==> src/rtl/muldiv_unit.sv <==
// muldiv_unit: iterative HI/LO multiply/divide unit (shift-add multiply, restoring divide).
// MULDIV_FAST_MUL_EN: single-cycle combinational multiply path; divide timing unchanged.
module muldiv_unit #(
  parameter int XLEN = 32,
  parameter int ITER = 32
) (
  input  logic            clk,
  input  logic            rst,
  input  logic            start,
  input  logic [1:0]      op,
  input  logic [XLEN-1:0] a,
  input  logic [XLEN-1:0] b,
  input  logic            flush,
  input  logic [1:0]      hilo_we,
  input  logic [XLEN-1:0] hilo_wdata,
  output logic            busy,
  output logic            done,
  output logic            div_zero,
  output logic [XLEN-1:0] hi,
  output logic [XLEN-1:0] lo
);
  localparam int CW = $clog2(ITER);
  typedef enum logic [1:0] {IDLE, CALC, FIX, DONE} state_t;
  state_t state_q, state_d;
  logic [CW-1:0] cnt_q, cnt_d;
  logic [2*XLEN-1:0] acc_q, acc_d;
  logic [XLEN-1:0] mcand_q, mcand_d, hi_q, hi_d, lo_q, lo_d;
  logic is_div_q, is_div_d, qneg_q, qneg_d, rneg_q, rneg_d, dz_q, dz_d, div_zero_q, div_zero_d;
  logic start_ok, sgn, b_zero, fast_mul, qbit;
  logic [XLEN-1:0] mag_a, mag_b, q_fix, r_fix;
  logic [XLEN:0] msum, rsh, diff;
  logic [2*XLEN-1:0] fast_prod, mul_nxt, div_nxt, prod_fix;

  assign start_ok = state_q == IDLE && start && !flush;
  assign sgn = !op[0];
  assign mag_a = sgn && a[XLEN-1] ? -a : a;
  assign mag_b = sgn && b[XLEN-1] ? -b : b;
  assign b_zero = op[1] && b == '0;

`ifdef MULDIV_FAST_MUL_EN
  assign fast_mul = !op[1];
  assign fast_prod = {{XLEN{1'b0}}, mag_a} * {{XLEN{1'b0}}, mag_b};
`else
  assign fast_mul = 1'b0;
  assign fast_prod = '0;
`endif

  // acc holds {partial product, multiplier} or {remainder, dividend/quotient}
  assign msum = {1'b0, acc_q[2*XLEN-1:XLEN]} + (acc_q[0] ? {1'b0, mcand_q} : '0);
  assign mul_nxt = {msum, acc_q[XLEN-1:1]};
  assign rsh = {acc_q[2*XLEN-1:XLEN], acc_q[XLEN-1]};
  assign diff = rsh - {1'b0, mcand_q};
  assign qbit = !diff[XLEN];
  assign div_nxt = {qbit ? diff[XLEN-1:0] : rsh[XLEN-1:0], acc_q[XLEN-2:0], qbit};
  assign prod_fix = qneg_q ? -acc_q : acc_q;
  assign q_fix = qneg_q ? -acc_q[XLEN-1:0] : acc_q[XLEN-1:0];
  assign r_fix = rneg_q ? -acc_q[2*XLEN-1:XLEN] : acc_q[2*XLEN-1:XLEN];

  always_ff @(posedge clk) begin
    if (rst) state_q <= IDLE;
    else state_q <= state_d;
  end

  always_comb begin
    state_d = state_q;
    case (state_q)
      IDLE: if (start_ok) state_d = (b_zero || fast_mul) ? FIX : CALC;
      CALC: state_d = flush ? IDLE : cnt_q == CW'(ITER - 1) ? FIX : CALC;
      FIX: state_d = flush ? IDLE : DONE;
      default: state_d = IDLE;
    endcase
  end

  always_comb begin
    busy = state_q == CALC || state_q == FIX;
    done = state_q == DONE;
  end

  always_comb begin
    cnt_d = cnt_q;
    acc_d = acc_q;
    mcand_d = mcand_q;
    is_div_d = is_div_q;
    qneg_d = qneg_q;
    rneg_d = rneg_q;
    dz_d = dz_q;
    hi_d = hi_q;
    lo_d = lo_q;
    div_zero_d = div_zero_q;
    if (start_ok) begin
      cnt_d = '0;
      mcand_d = mag_b;
      is_div_d = op[1];
      dz_d = b_zero;
      qneg_d = sgn && !b_zero && (a[XLEN-1] ^ b[XLEN-1]);
      rneg_d = sgn && op[1] && !b_zero && a[XLEN-1];
      acc_d = b_zero ? {a, {XLEN{1'b1}}} : fast_mul ? fast_prod : {{XLEN{1'b0}}, mag_a};
    end else if (state_q == CALC) begin
      cnt_d = cnt_q + 1'b1;
      acc_d = is_div_q ? div_nxt : mul_nxt;
    end
    if (state_q == FIX && !flush) begin
      {hi_d, lo_d} = is_div_q ? {r_fix, q_fix} : prod_fix;
      div_zero_d = is_div_q ? dz_q : div_zero_q;
    end else if (state_q == IDLE || state_q == DONE) begin
      hi_d = hilo_we[1] ? hilo_wdata : hi_q;
      lo_d = hilo_we[0] ? hilo_wdata : lo_q;
    end
  end

  always_ff @(posedge clk) begin
    if (rst) begin
      cnt_q <= '0;
      acc_q <= '0;
      mcand_q <= '0;
      is_div_q <= 1'b0;
      qneg_q <= 1'b0;
      rneg_q <= 1'b0;
      dz_q <= 1'b0;
      hi_q <= '0;
      lo_q <= '0;
      div_zero_q <= 1'b0;
    end else begin
      cnt_q <= cnt_d;
      acc_q <= acc_d;
      mcand_q <= mcand_d;
      is_div_q <= is_div_d;
      qneg_q <= qneg_d;
      rneg_q <= rneg_d;
      dz_q <= dz_d;
      hi_q <= hi_d;
      lo_q <= lo_d;
      div_zero_q <= div_zero_d;
    end
  end

  assign hi = hi_q;
  assign lo = lo_q;
  assign div_zero = div_zero_q;
endmodule

==> config.mk <==
export PLATFORM = sky130hd
export DESIGN_NAME = muldiv_unit
export DESIGN_NICKNAME = d
export VERILOG_FILES = /design/src/rtl/muldiv_unit.sv
export SDC_FILE = /design/constraint.sdc
export NUM_CORES = 1
export LEC_CHECK = 0
export BUFFER_PORTS_ARGS = -buffer_cell sky130_fd_sc_hd__buf_4
export CORE_MARGIN = 2
export CORE_UTILIZATION = 55
export CTS_CLUSTER_DIAMETER = 100
export DETAILED_ROUTE_END_ITERATION = 7
export GPL_TIMING_DRIVEN = 0
export PLACE_DENSITY_LB_ADDON = 0.15
export REMOVE_ABC_BUFFERS = 1
export SLEW_MARGIN = 10
export SYNTH_ARGS = -nofsm -noshare
export SYNTH_HDL_FRONTEND = slang
export SYNTH_SLANG_ARGS = --single-unit
==> constraint.sdc <==
create_clock -name clk -period 3.15 [get_ports clk]
set_clock_uncertainty 0.05 [all_clocks]
set_input_delay 0.315 -clock clk [delete_from_list [all_inputs] [get_ports clk]]
set_output_delay 0.315 -clock clk [all_outputs]
set_load 0.05 [all_outputs]
* Yosys cells after proc, flatten, opt, wreduce, memory -nomap -nowiden
Index checks and enable logic that the tools add are counted.
Storage, ports and cells: logic and storage cells 76, register bits after elaboration 172, output and inout bits 67
Cells by class: equal/unequal tests 5, reduce and logical (&&, ||, !) cells 27, add/subtract/negate cells 8, bitwise logic cells 1, mux-type cells 24
Operators by type and width (number):
- 32-bit 2-to-1 mux | 12
- 64-bit 2-to-1 mux | 6
- 32-bit negator | 4
- 64-bit negator | 1
- 32-bit by 32-bit adder with 33-bit output | 1
- 33-bit by 32-bit subtractor with 33-bit output | 1
- 32-bit logical NOT | 1
- 1-bit logical AND | 11
- 2-bit 2-to-1 mux | 5
- 2-bit nonzero test | 4
- 2-bit case mux with 3 select lines | 1
- 2-bit AND reduction | 3
- 5-bit by 1-bit adder with 5-bit output, second input constant | 1
- 5-bit equality test, second input constant | 1
- 2-bit equality test, second input constant | 2
- 1-bit logical NOT | 4
- 2-bit by 1-bit equality test with 1-bit output, second input constant | 1
- 2-bit logical NOT | 1
- 1-bit logical OR | 2
- 2-bit != test, second input constant | 1
- 2-bit OR reduction | 1
- 1-bit bitwise XOR | 1

* Longest topological paths before layout
word-level depth 5, gate-level depth with buffers 14

* Worst setup path after synthesis
No wires, ideal clock.
path type reg-to-reg, from register acc_q[0], to register acc_q[59], period minus slack after synthesis 3.275 ns, data arrival time 3.113 ns, data required time 2.988 ns, path buffers 1, path slack -0.125 ns, cell stages (with the launch flop) 14, path through dfxtp_1 > inv_1 > buf_1 > nor2_1 > ha_1 > nand4_1 > or3_1 > o221a_2 > o31ai_1 > a21boi_1 > o21bai_1 > mux2i_1 > a221oi_1 > a2111oi_1
On the way: cells in the longest elaborated chain, start to end 5
Ends and longest elaborated chain:
- start, declared | RTL line 26 | logic [2*XLEN-1:0] acc_q, acc_d;
- start signal, assigned | RTL line 114 | acc_q <= '0;
- start signal, assigned | RTL line 125 | acc_q <= acc_d;
- 32-bit 2-to-1 mux | RTL line 49 | assign msum = {1'b0, acc_q[2*XLEN-1:XLEN]} + (acc_q[0] ? {1'b0, mcand_q} : '0);
- 32-bit by 32-bit adder with 33-bit output | RTL line 49
- 64-bit 2-to-1 mux | RTL line 100 | acc_d = is_div_q ? div_nxt : mul_nxt;
- 64-bit 2-to-1 mux | RTL line 98 | end else if (state_q == CALC) begin
- 64-bit 2-to-1 mux | RTL line 90 | if (start_ok) begin
Every way passes these cells. The select of a mux whose other input is x is not followed. A chain may end at the register's enable or synchronous reset.

* Worst setup path in the final report
Ends and elaborated chain as after synthesis.

==> flow_summary.ini <==
[routing]
num_vias = 15800
drt_first_iter_violations = 1425
vias_per_cell = 6.399
wl_per_cell_um = 21.34
final_antenna_net_count = 0
drc = 0
drtPass1Iterations = 6
finalWirelength_um = 52700

[grt]
grtUsageTotal_pct = 35.04
overflow = 0
antenna_found_initial = 0
grt_pass1_wl_um = 79430
grt_pass1_vias = 14620
grt_start_max_net_pins = 93

[power_and_ir_drop]
ir_drop_v = 0.0003057
finalPower_mw = 9.518
power.leakage_nw = 7.464
p_per_area_nw_per_um2 = 508.5

[logic_synthesis]
netlist_instances = 1976
syn_area_per_cell_um2 = 7.524
yosysWarnings = 0
synth_area_um2 = 14870
ys_ff_latch = 172
synth_flop_cell = dfxtp_1
synth_edf_count = 0
synth.distinct_cells = 87
async_reset_ff_share_pct = 0
ys_seq_area_share_pct = 23.16

[clocking]
hold_buffers = 0
cts_htree_levels = 4
cts-root-buf = clkbuf_16
ctsLongestPathBuffers = 2
clk_pin_slew_ns = 0.08
cts.sinks = 172
clock_insertion_delay_worst_skew_ns = 0.44
cts_tree = yes
cts_buffers = 17

[setup_path]
arrival_ns = 3.66
critical_path_class = register to register
worstPathMaxFanout = 5
crit_required_ns = 3.44
r2r_slack_ns = -0.21
cp-end-kind = register
start_kind = register

[finish]
postLayoutCellArea_um2 = 18720
fill_cells = 2190
diodes = 0
layout_common_cells = nor2_1 (234), buf_4 (223), a21oi_1 (179), dfxtp_1 (138), nand2_1 (123)
final_nets = 2295
layout_commonest_cell = nor2_1
area_growth_pct = 25.90
post-route-util_pct = 70.03
drive_gt1_share_pct = 24.91

[sta]
tns_ns = -0.7530
fmax_ghz = 0.2974
finalSetupViolations = 7
maxSlewViolCount = 0
finalCritPeriodShare_pct = 106.8
setup_slack_ns = -0.2129
tightest_slew_ns = 1.117
min_period_ns = 3.363
final-hold-violation-count = 0
relSlewSlack_pct = 25.36
rsz0062_at_grt = true

[placed_design]
post-place-ws_ns = -1.282
portBuffers = 170
hpwl_um = 38150
place_area_um2 = 16340
place_congestion = 0.9597

[die]
placement_rows = 60
dieHeight_um = 168.4
die-area_um2 = 28360
core_area_um2 = 26730
die_w_um = 168.4
initial_core_util_pct = 55.63
ioPinCount = 171

[run_status]
status = finished, violations left
violations = negative setup slack

[flow_run]
max_cap_viol_count = 0

[hold_path]
worstHoldPathType = primary input to register
[final cells by class]
type	instances	area [µm²]	area share, %
Clock buffer	18	439.2	2.346
Clock inverter	14	170.2	0.9092
Inverter	70	276.5	1.477
Multi-Input combinational cell	1603	11700	62.51
Sequential cell	172	3516	18.78
Tap cell	341	426.7	2.280
Timing Repair Buffer	249	2176	11.63
Timing Repair inverter	2	12.51	0.06685
[kinds of logic after synthesis]
group           after synthesis  synth area share [%]
compound gates              619                 26.97
xor+xnor                    168                 9.897
fa+ha+maj                    76                 6.497
buf+inv                     201                 5.285
flops                       172                 23.16
mux                         113                 7.819
simple gates                627                 20.38
[registers in the layout, indices dropped and copies added, names as in the netlist]
name      cells
acc_q        64
cnt_q         5
div_zero      1
dz_q          1
hi           32
is_div_q      1
lo           32
mcand_q      32
qneg_q        1
rneg_q        1
state_q       2
[worst max-delay path, cell delays in order (launching register included)]
cell and delay, ns:
dfxtp_4 0.38, clkinvlp_4 0.22, buf_12 0.23, nor2_4 0.11, ha_4 0.17, nand4_1 0.13, or3_4 0.41, o221a_4 0.26
o31ai_4 0.29, a21boi_2 0.12, o21bai_1 0.19, mux2i_1 0.31, a221oi_2 0.10, a2111oi_2 0.30
[metrics by stage]
step,hold WS (ns),cells
finish,0.07603,2469
global route,0.09356,2469
CTS,0.07276,2423
detailed placement,0.3999,2367
global placement,0.3941,2356
floorplan,0.3339,1845
[power by group]
| part | total [mW] | switching (mW) | internal [mW] |
|---|---|---|---|
| registers | 2.70 | 0.326 | 2.37 |
| clock network | 2.27 | 1.10 | 1.16 |
| logic | 4.55 | 2.57 | 1.98 |
| total | 9.52 | 4.00 | 5.52 |
[routing by layer]
layer  share of wire (%)  routed length [µm]  up-vias  global-route usage (%)
li1                    -                   -     7504                       -
met1                  41               21830     7425                   45.84
met2                  47               24680      730                   58.15
met3                 7.4                3880      141                   4.466
met4                 4.4                2309        0                   15.14
met5                   0                   0        -                       0
[worst paths after layout]
kind / endpoint / from / cells after the start
max: acc_q[59] / acc_q[0] / 13
min: acc_q[44] / a[12] / 3
min reg2reg: mcand_q[31] / mcand_q[31] / 2
max reg2reg: acc_q[59] / acc_q[0] / 13
[cells in the mapped netlist, types with 14 or more instances]
cell	n	area, µm²
a211oi_1	101	758.2
a21o_1	27	202.7
a21oi_1	193	965.9
a221oi_1	14	122.6
a311oi_1	19	166.4
a31oi_1	25	156.4
and3_1	15	93.84
buf_1	16	60.06
clkbuf_1	99	371.6
dfxtp_1	172	3443
ha_1	74	925.9
inv_1	69	259.0
mux2_2	25	281.5
mux2i_1	88	880.8
nand2_1	135	506.7
nand2b_1	16	100.1
nand3_1	24	120.1
nand4_1	18	112.6
nor2_1	252	945.9
nor2b_1	20	125.1
nor3_1	42	210.2
nor4_1	25	156.4
o21ai_0	113	565.5
o21bai_1	14	105.1
o31ai_1	17	127.6
or3_1	16	100.1
xnor2_1	105	919.6
xor2_1	63	551.8
[timing repair]
action	4_1_cts	5_1_grt
setup buffers	23	41
gates resized for setup	144	137
pin swaps	19	62
endpoints found under the setup margin	78	52
gates cloned	2	5
Power figures use the tool's default switching activity.
